[src/rtl/audio_pkg.sv]
// Shared definitions for the audio output path: ramp FSM encoding and gain constants.
package audio_pkg;

  // Soft-mute ramp states, fixed 2-bit encoding.
  typedef enum logic [1:0] {
    MUTED     = 2'd0,
    RAMP_UP   = 2'd1,
    PLAY      = 2'd2,
    RAMP_DOWN = 2'd3
  } ramp_state_t;

  // Gain is 0..256, where 256 is unity.
  localparam int            GAIN_W   = 9;
  localparam logic [GAIN_W-1:0] GAIN_ONE = 9'd256;

endpackage

[src/rtl/audio_sdm_core.sv]
// First-order sigma-delta modulator: the carry out of an accumulator is the
// pulse-density bit, so ones density equals lvl / 2^DW.
module audio_sdm_core #(
  parameter int DW = 13
) (
  input  logic          clk,
  input  logic          rst_n,
  input  logic [DW-1:0] lvl,
  output logic          dout
);

  logic [DW-1:0] acc_r;
  logic [DW:0]   sum;

  assign sum = {1'b0, acc_r} + {1'b0, lvl};

  // Accumulate the level and register the carry as the output bit.
  always_ff @(posedge clk or negedge rst_n) begin
    if (!rst_n) begin
      acc_r <= '0;
      dout  <= 1'b0;
    end else begin
      // NOTE: non-blocking assignments keep every register sampling the
      // pre-edge values, regardless of statement order.
      acc_r <= sum[DW-1:0];
      dout  <= sum[DW];
    end
  end

endmodule

[src/rtl/audio_sigma_delta_dac.sv]
// One audio DAC channel: sample latch, soft-mute gain ramp, gain multiply and
// a first-order sigma-delta modulator driving a 1-bit pin.
module audio_sigma_delta_dac
  import audio_pkg::*;
#(
  parameter int AUDIO_DW = 13,
  parameter int RAMP_DIV = 1024
) (
  input  logic                clk,
  input  logic                rst_n,
  input  logic [AUDIO_DW-1:0] din,
  input  logic                din_valid,
  input  logic                mute,
  output logic                dout,
  output logic                muted
);

  localparam int PW = (RAMP_DIV > 1) ? $clog2(RAMP_DIV) : 1;
  localparam int MW = AUDIO_DW + GAIN_W;

  logic [AUDIO_DW-1:0] samp_r;
  logic [AUDIO_DW-1:0] lvl_r;
  logic [PW-1:0]       presc_r;
  logic                tick;
  ramp_state_t         state_r, state_nxt;
  logic [GAIN_W-1:0]   gain_r, gain_nxt;
  logic [MW-1:0]       prod;

  // Capture a new sample only on the strobe.
  always_ff @(posedge clk or negedge rst_n) begin
    if (!rst_n) samp_r <= '0;
    else if (din_valid) samp_r <= din;
  end

  // Free-running gain-step prescaler; never restarted by the FSM.
  assign tick = (presc_r == PW'(RAMP_DIV - 1));

  always_ff @(posedge clk or negedge rst_n) begin
    if (!rst_n)    presc_r <= '0;
    else if (tick) presc_r <= '0;
    else           presc_r <= presc_r + 1'b1;
  end

  // Ramp FSM next state: a mute reversal always beats a coincident tick.
  always_comb begin
    // NOTE: defaults first so every path assigns both outputs and no latch
    // is inferred.
    state_nxt = state_r;
    gain_nxt  = gain_r;
    unique case (state_r)
      MUTED: begin
        gain_nxt = '0;
        if (!mute) state_nxt = RAMP_UP;
      end
      RAMP_UP: begin
        if (mute) begin
          state_nxt = RAMP_DOWN;
        end else if (tick) begin
          gain_nxt = gain_r + 1'b1;
          if (gain_r + 1'b1 == GAIN_ONE) state_nxt = PLAY;
        end
      end
      PLAY: begin
        gain_nxt = GAIN_ONE;
        if (mute) state_nxt = RAMP_DOWN;
      end
      RAMP_DOWN: begin
        if (!mute) begin
          state_nxt = RAMP_UP;
        end else if (tick) begin
          gain_nxt = gain_r - 1'b1;
          if (gain_r == GAIN_W'(1)) state_nxt = MUTED;
        end
      end
      default: begin
        state_nxt = MUTED;
        gain_nxt  = '0;
      end
    endcase
  end

  // Ramp FSM state, gain and the registered muted flag.
  always_ff @(posedge clk or negedge rst_n) begin
    // NOTE: reset is asynchronous so the pin goes silent immediately, even
    // mid-ramp and without a running clock.
    if (!rst_n) begin
      state_r <= MUTED;
      gain_r  <= '0;
      muted   <= 1'b1;
    end else begin
      state_r <= state_nxt;
      gain_r  <= gain_nxt;
      muted   <= (state_nxt == MUTED);
    end
  end

  // Full-width product; gain <= 256 guarantees the shifted result fits.
  assign prod = MW'(samp_r) * MW'(gain_r);

  // Register the scaled level feeding the modulator.
  always_ff @(posedge clk or negedge rst_n) begin
    if (!rst_n) lvl_r <= '0;
    else        lvl_r <= AUDIO_DW'(prod >> 8);
  end

  audio_sdm_core #(
    .DW (AUDIO_DW)
  ) u_sdm (
    .clk   (clk),
    .rst_n (rst_n),
    .lvl   (lvl_r),
    .dout  (dout)
  );

endmodule

[config.mk]
export PLATFORM = sky130hd
export DESIGN_NAME = audio_sigma_delta_dac
export DESIGN_NICKNAME = d
export VERILOG_FILES = /design/src/rtl/audio_pkg.sv /design/src/rtl/audio_sdm_core.sv /design/src/rtl/audio_sigma_delta_dac.sv
export SDC_FILE = /design/constraint.sdc
export NUM_CORES = 1
export LEC_CHECK = 0
export ABC_AREA = 1
export BUFFER_PORTS_ARGS = -buffer_cell sky130_fd_sc_hd__buf_2
export CELL_PAD_IN_SITES_DETAIL_PLACEMENT = 0
export CELL_PAD_IN_SITES_GLOBAL_PLACEMENT = 1
export CORE_MARGIN = 4
export CORE_UTILIZATION = 35
export CTS_BUF_LIST = sky130_fd_sc_hd__clkbuf_16
export DETAILED_ROUTE_END_ITERATION = 16
export PLACE_DENSITY = 0.7
export SYNTH_ARGS = -nofsm -noshare
export SYNTH_HDL_FRONTEND = slang
export SYNTH_SLANG_ARGS = --single-unit
[constraint.sdc]
create_clock -name clk -period 4.07 [get_ports clk]
set_input_delay 0.814 -clock clk [delete_from_list [all_inputs] [get_ports clk]]
set_output_delay 0.814 -clock clk [all_outputs]
set_load 0.1 [all_outputs]
After elaboration in Yosys (flattened, before gate mapping)
Index checks and enable logic that the tools add are counted.
Storage, ports and cells
  bits in registers: 62
  logic and storage cells: 41
  output and inout port bits: 2
  input bits: 17
Operators by class
  add/subtract/negate cells: 4
  mux-type cells: 15
  multiply operators: 1
  reductions and logical operators: 3
  equality and inequality tests: 10
Operators with widths (number)
  2-to-1 mux 9 bit: 4
  one-hot mux 9 bit (4 select lines): 1
  multiplier 13 x 9 -> 21 bit: 1
  2-to-1 mux 2 bit: 8
  adder 13 x 13 -> 14 bit: 1
  adder 10 x 1 -> 10 bit (second input constant): 1
  == test 10 bit (second input constant): 1
  2-to-1 mux 10 bit: 1
  adder 9 x 1 -> 9 bit (second input constant): 1
  == test 9 x 1 -> 1 bit (second input constant): 1
  == test 9 bit (second input constant): 1
  subtractor 9 x 1 -> 9 bit (second input constant): 1
  != test 2 bit (second input constant): 4
  one-hot mux 2 bit (4 select lines): 1
  == test 2 bit (second input constant): 2
  zero test 2 bit: 2
  AND reduction 4 bit: 1
  == test 2 x 1 -> 1 bit (second input constant): 1

Depth between registers and ports, before layout
  word-level depth: 7
  mapped depth: 22
  depth with buffers taken out: 19

Cells and area by module
A second synthesis with hierarchy kept.
Unflattened totals
  cells, all modules: 953
  area total of the unflattened synthesis: 7175.6 um^2
By module, submodules not included
  audio_sigma_delta_dac: area an instance 6038.3 um^2, seq. area each 1202.4 um^2, cells each 788, times used 1
  audio_sdm_core: area an instance 1137.3 um^2, seq. area each 350.3 um^2, cells each 165, times used 1

Worst setup path after synthesis
No wires, ideal clock.
  path type: register -> register
  start point: register gain_r[2]
  end point: register lvl_r[12]
  buffers on the path: 3
  slack: -0.201 ns
  stages on the path, launching flop included: 21
  period minus slack after synthesis: 4.271 ns
  data arrival time: 4.155 ns
  data required time: 3.954 ns
  setup time: 0.116 ns
  cells stage by stage: dfrtp_1 > buf_4 > buf_6 > clkbuf_1 > nand2_1 > fa_1 > inv_1 > fa_1 > fa_1 > inv_1 > fa_1 > inv_1 > ha_1 > a21oi_1 > o21ai_0 > a21oi_1 > nand2_1 > nand2_1 > nand2_1 > nand2_1 > nand2_1
On the way
  longest elaborated chain between the ends: 1
RTL lines
  start, declared: RTL line audio_sigma_delta_dac.sv:26  | logic [GAIN_W-1:0] gain_r, gain_nxt;
  start signal, assigned: RTL line audio_sigma_delta_dac.sv:92  | gain_r <= gain_nxt;
  multiplier 13 x 9 -> 21 bit: RTL line audio_sigma_delta_dac.sv:98  | assign prod = MW'(samp_r) * MW'(gain_r);
  via prod[20]: RTL line audio_sigma_delta_dac.sv:27  | logic [MW-1:0] prod;
  end signal, assigned: RTL line audio_sigma_delta_dac.sv:103  | else lvl_r <= AUDIO_DW'(prod >> 8);
  end, declared: RTL line audio_sigma_delta_dac.sv:22  | logic [AUDIO_DW-1:0] lvl_r;
The timed path passes the listed nets, and every way through them passes these cells.
A chain may end at the register's enable or synchronous reset.

Worst setup path in the final report
  start point: register samp_r[8]
  end point: register lvl_r[11]
On the way
  longest elaborated chain between the ends: 1
RTL lines
  start, declared: RTL line audio_sigma_delta_dac.sv:21  | logic [AUDIO_DW-1:0] samp_r;
  start signal, assigned: RTL line audio_sigma_delta_dac.sv:32  | else if (din_valid) samp_r <= din;
  multiplier 13 x 9 -> 21 bit: RTL line audio_sigma_delta_dac.sv:98
  via prod[19]: RTL line audio_sigma_delta_dac.sv:27
The timed path passes the listed nets, and every way through them passes these cells.

==> results.json <==
{
  "synthTopCellsByArea": "fa_1, dfrtp_1, nand2_1",
  "critical_path_class": "reg -> reg",
  "die_h_um": 148.7,
  "crit_fanout": 5,
  "ctsHtreeMaxLevel": 3,
  "drtPass1Iterations": 4,
  "worst_slew_pin_slew_ns": 0.6515,
  "crit_path_max_incr_delay_ns": 0.54,
  "vias": 5391,
  "fmax_mhz": 248.4,
  "skew_ns": 0.01174,
  "cts.sinks": 62,
  "drc": 0,
  "async_flop_share": 1.000,
  "gp_congestion": 0.8397,
  "fin_crit_sh": 0.9891,
  "yosys_warnings": 0,
  "hold_buffers": 0,
  "overflow": 0,
  "layout_min_cycle_time_ns": 4.026,
  "tns_ns": 0,
  "yosysMostFrequentCell": "nand2_1",
  "worst_path_most_repeated_cell": "nand2_1",
  "synthTopCellsByCount": "nand2_1, inv_1, fa_1, dfrtp_1, ha_1",
  "timing.rr.end": "lvl_r[11]$_DFF_PN0_",
  "rsz0062_at_grt": "yes",
  "grt_start_max_net_pins": 41,
  "dp_hpwl_mm": 12.33,
  "synth_compound_area_frac": 0.07300,
  "grt.total_usage": 0.1479,
  "critPathRequiredTime_ns": 4.29,
  "drive_above_1_share": 0.2551,
  "holdPathEnd": "u_sdm.acc_r[0]$_DFF_PN0_",
  "synth-adder-area-share": 0.3184,
  "finalSetupViolCount": 0,
  "r2r_setup_slack_ns": 0.04,
  "status": "complete, no violations",
  "start_util": 0.3558,
  "cts_tree": "done",
  "yosysTopAreaCell": "fa_1",
  "grt_pass1_wl_mm": 26.21,
  "maxSlewHeadroom": 0.5657,
  "syn_avg_cell_area_um2": 8.033,
  "synth_seq_cells": 62,
  "seq_area_frac_synth": 0.2243,
  "netlist.area_leader.share": 0.2226,
  "dieArea_mm2": 0.02210,
  "reg2reg_depth": 18,
  "utilization": 0.4363,
  "ant_nets": 0,
  "cts_buffers": 9,
  "rows": 51,
  "synthMuxAreaShare": 0.02114,
  "grt_pass1_vias": 5403,
  "synthXorXnorAreaFrac": 0.04048,
  "clockRootBuffer": "clkbuf_16",
  "synth_nets": 1009,
  "crit_chain": "clkbuf_4, nand2_1, fa_1, inv_1, fa_1, fa_1, inv_2, fa_1, inv_2, ha_4, a21oi_4, o21ai_2, a21oi_2, o21ai_2, nand2_1, nand2_1, nand2_1, nand2_1",
  "synth_top_family_by_area": "adder cells",
  "coreArea_mm2": 0.01946,
  "ys_types": 46,
  "diodes": 0,
  "routedWlPerCell_um": 12.97,
  "cts.path.max_buffers": 2,
  "drtIter0Drc": 157,
  "start_kind": "flip-flop",
  "nNetsFinal": 1080,
  "routed_wl_mm": 15.58,
  "r2r-start": "samp_r[8]$_DFFE_PN0P_",
  "ios": 19,
  "netlist_instances": 862,
  "vias_per_cell": 4.485,
  "hold_viol_final": 0,
  "clkTransAtPathRegs_ns": 0.06,
  "min_from": "u_sdm.acc_r[0]$_DFF_PN0_",
  "max_cap_violations": 0,
  "clock_latency_ns": 0.34,
  "drv_slew": 0,
  "cp_data_arrival_time_ns": 4.25,
  "slowest_stage": "fa_1",
  "worst_hold_path_type": "reg -> reg",
  "die_w_um": 148.7,
  "yosys.area_share.simple": 0.1861,
  "fillCellCount": 2002,
  "hold_depth": 1,
  "area_growth_pct": 22.64,
  "portBuffers": 18,
  "antenna_found_initial": 0,
  "setup.worst_path.end_class": "flip-flop",
  "synth_flop_cell": "dfrtp_1",
  "synth_edf_count": 0,
  "syn-cell-area_mm2": 0.006924
}
## final cells by class
class                           count  area [um^2]  area share
Clock buffer                        9        225.2     0.02652
Timing Repair Buffer               92        732.0     0.08619
Sequential cell                    62         1574      0.1854
Inverter                          202        765.7     0.09017
Multi-Input combinational cell    566         4840      0.5699
Clock inverter                      6        23.77    0.002799
Tap cell                          265        331.6     0.03905
## cells in the final DEF, fill, tap and decap left out, drive strengths merged, types with 10 or more instances in the layout
cell type / instances
ha: 53
dfrtp: 61
clkbuf: 10
inv: 203
fa: 77
mux2: 13
nand2: 227
nor2: 34
nand3: 21
buf: 91
xor2: 24
a21oi: 38
o21ai: 29
## worst max-delay path, delay by kind of cell (launching register included)
kind,cells,cell delay (ns)
flops,1,0.38
simple gates,5,0.32
compound gates,4,0.57
buf+inv,4,0.33
fa+ha+maj,5,2.32
## per-stage QoR
step	hold WS (ns)	area [um^2]	setup WS (ns)	std cells
6_report	0.4664	8492	0.04425	1202
5_1_grt	0.4794	8492	-0.1175	1202
4_1_cts	0.4709	8040	-0.003534	1190
3_5_place_dp	0.4598	7630	-0.1723	1170
3_3_place_gp	0.4537	7630	-0.1637	1170
2_1_floorplan	0.4430	6977	0.007215	862
## routing by layer
layer / up-vias / wire (um) / global-route usage
li1: 2742 / - / -
met1: 2561 / 7578 / 0.2086
met2: 68 / 7170 / 0.2291
met3: 20 / 487 / 0.03016
met4: 0 / 347 / 0.04665
met5: - / 0 / 0
## worst max-delay path by stage
stage,start,to
floorplan,gain_r[2]$_DFFE_PN0P_,lvl_r[9]$_DFF_PN0_
global placement,gain_r[7]$_DFFE_PN0P_,lvl_r[5]$_DFF_PN0_
finish,samp_r[8]$_DFFE_PN0P_,lvl_r[11]$_DFF_PN0_
CTS,samp_r[7]$_DFFE_PN0P_,lvl_r[9]$_DFF_PN0_
detailed placement,gain_r[6]$_DFFE_PN0P_,lvl_r[11]$_DFF_PN0_
global route,samp_r[7]$_DFFE_PN0P_,lvl_r[11]$_DFF_PN0_
## registers in the layout (all words and copies together), names as in the netlist
name         count
lvl_r           13
samp_r          13
u_sdm.acc_r     13
presc_r         10
gain_r           9
state_r          2
muted            1
u_sdm.dout       1
## logic make-up after synthesis
kind of cell             Yosys count
adder cells (fa/ha/maj)          130
flip-flops                        62
multiplexers                      13
AND/OR/NAND/NOR                  305
AO/OA/AOI/OAI                     86
buffers and inverters            234
XOR/XNOR                          32
## repair_timing
| item | in CTS | in global routing |
|---|---|---|
| endpoints found under the setup margin | 9 | 13 |
| endpoints found under the hold margin | 0 | 0 |
| pin swaps | 11 | 61 |
| setup buffers | 6 | 12 |
| gates resized for setup | 29 | 105 |
Power is left out: the tool's default activity adds up to more than one toggle a clock period on the data nets, which glitch-free logic cannot reach.
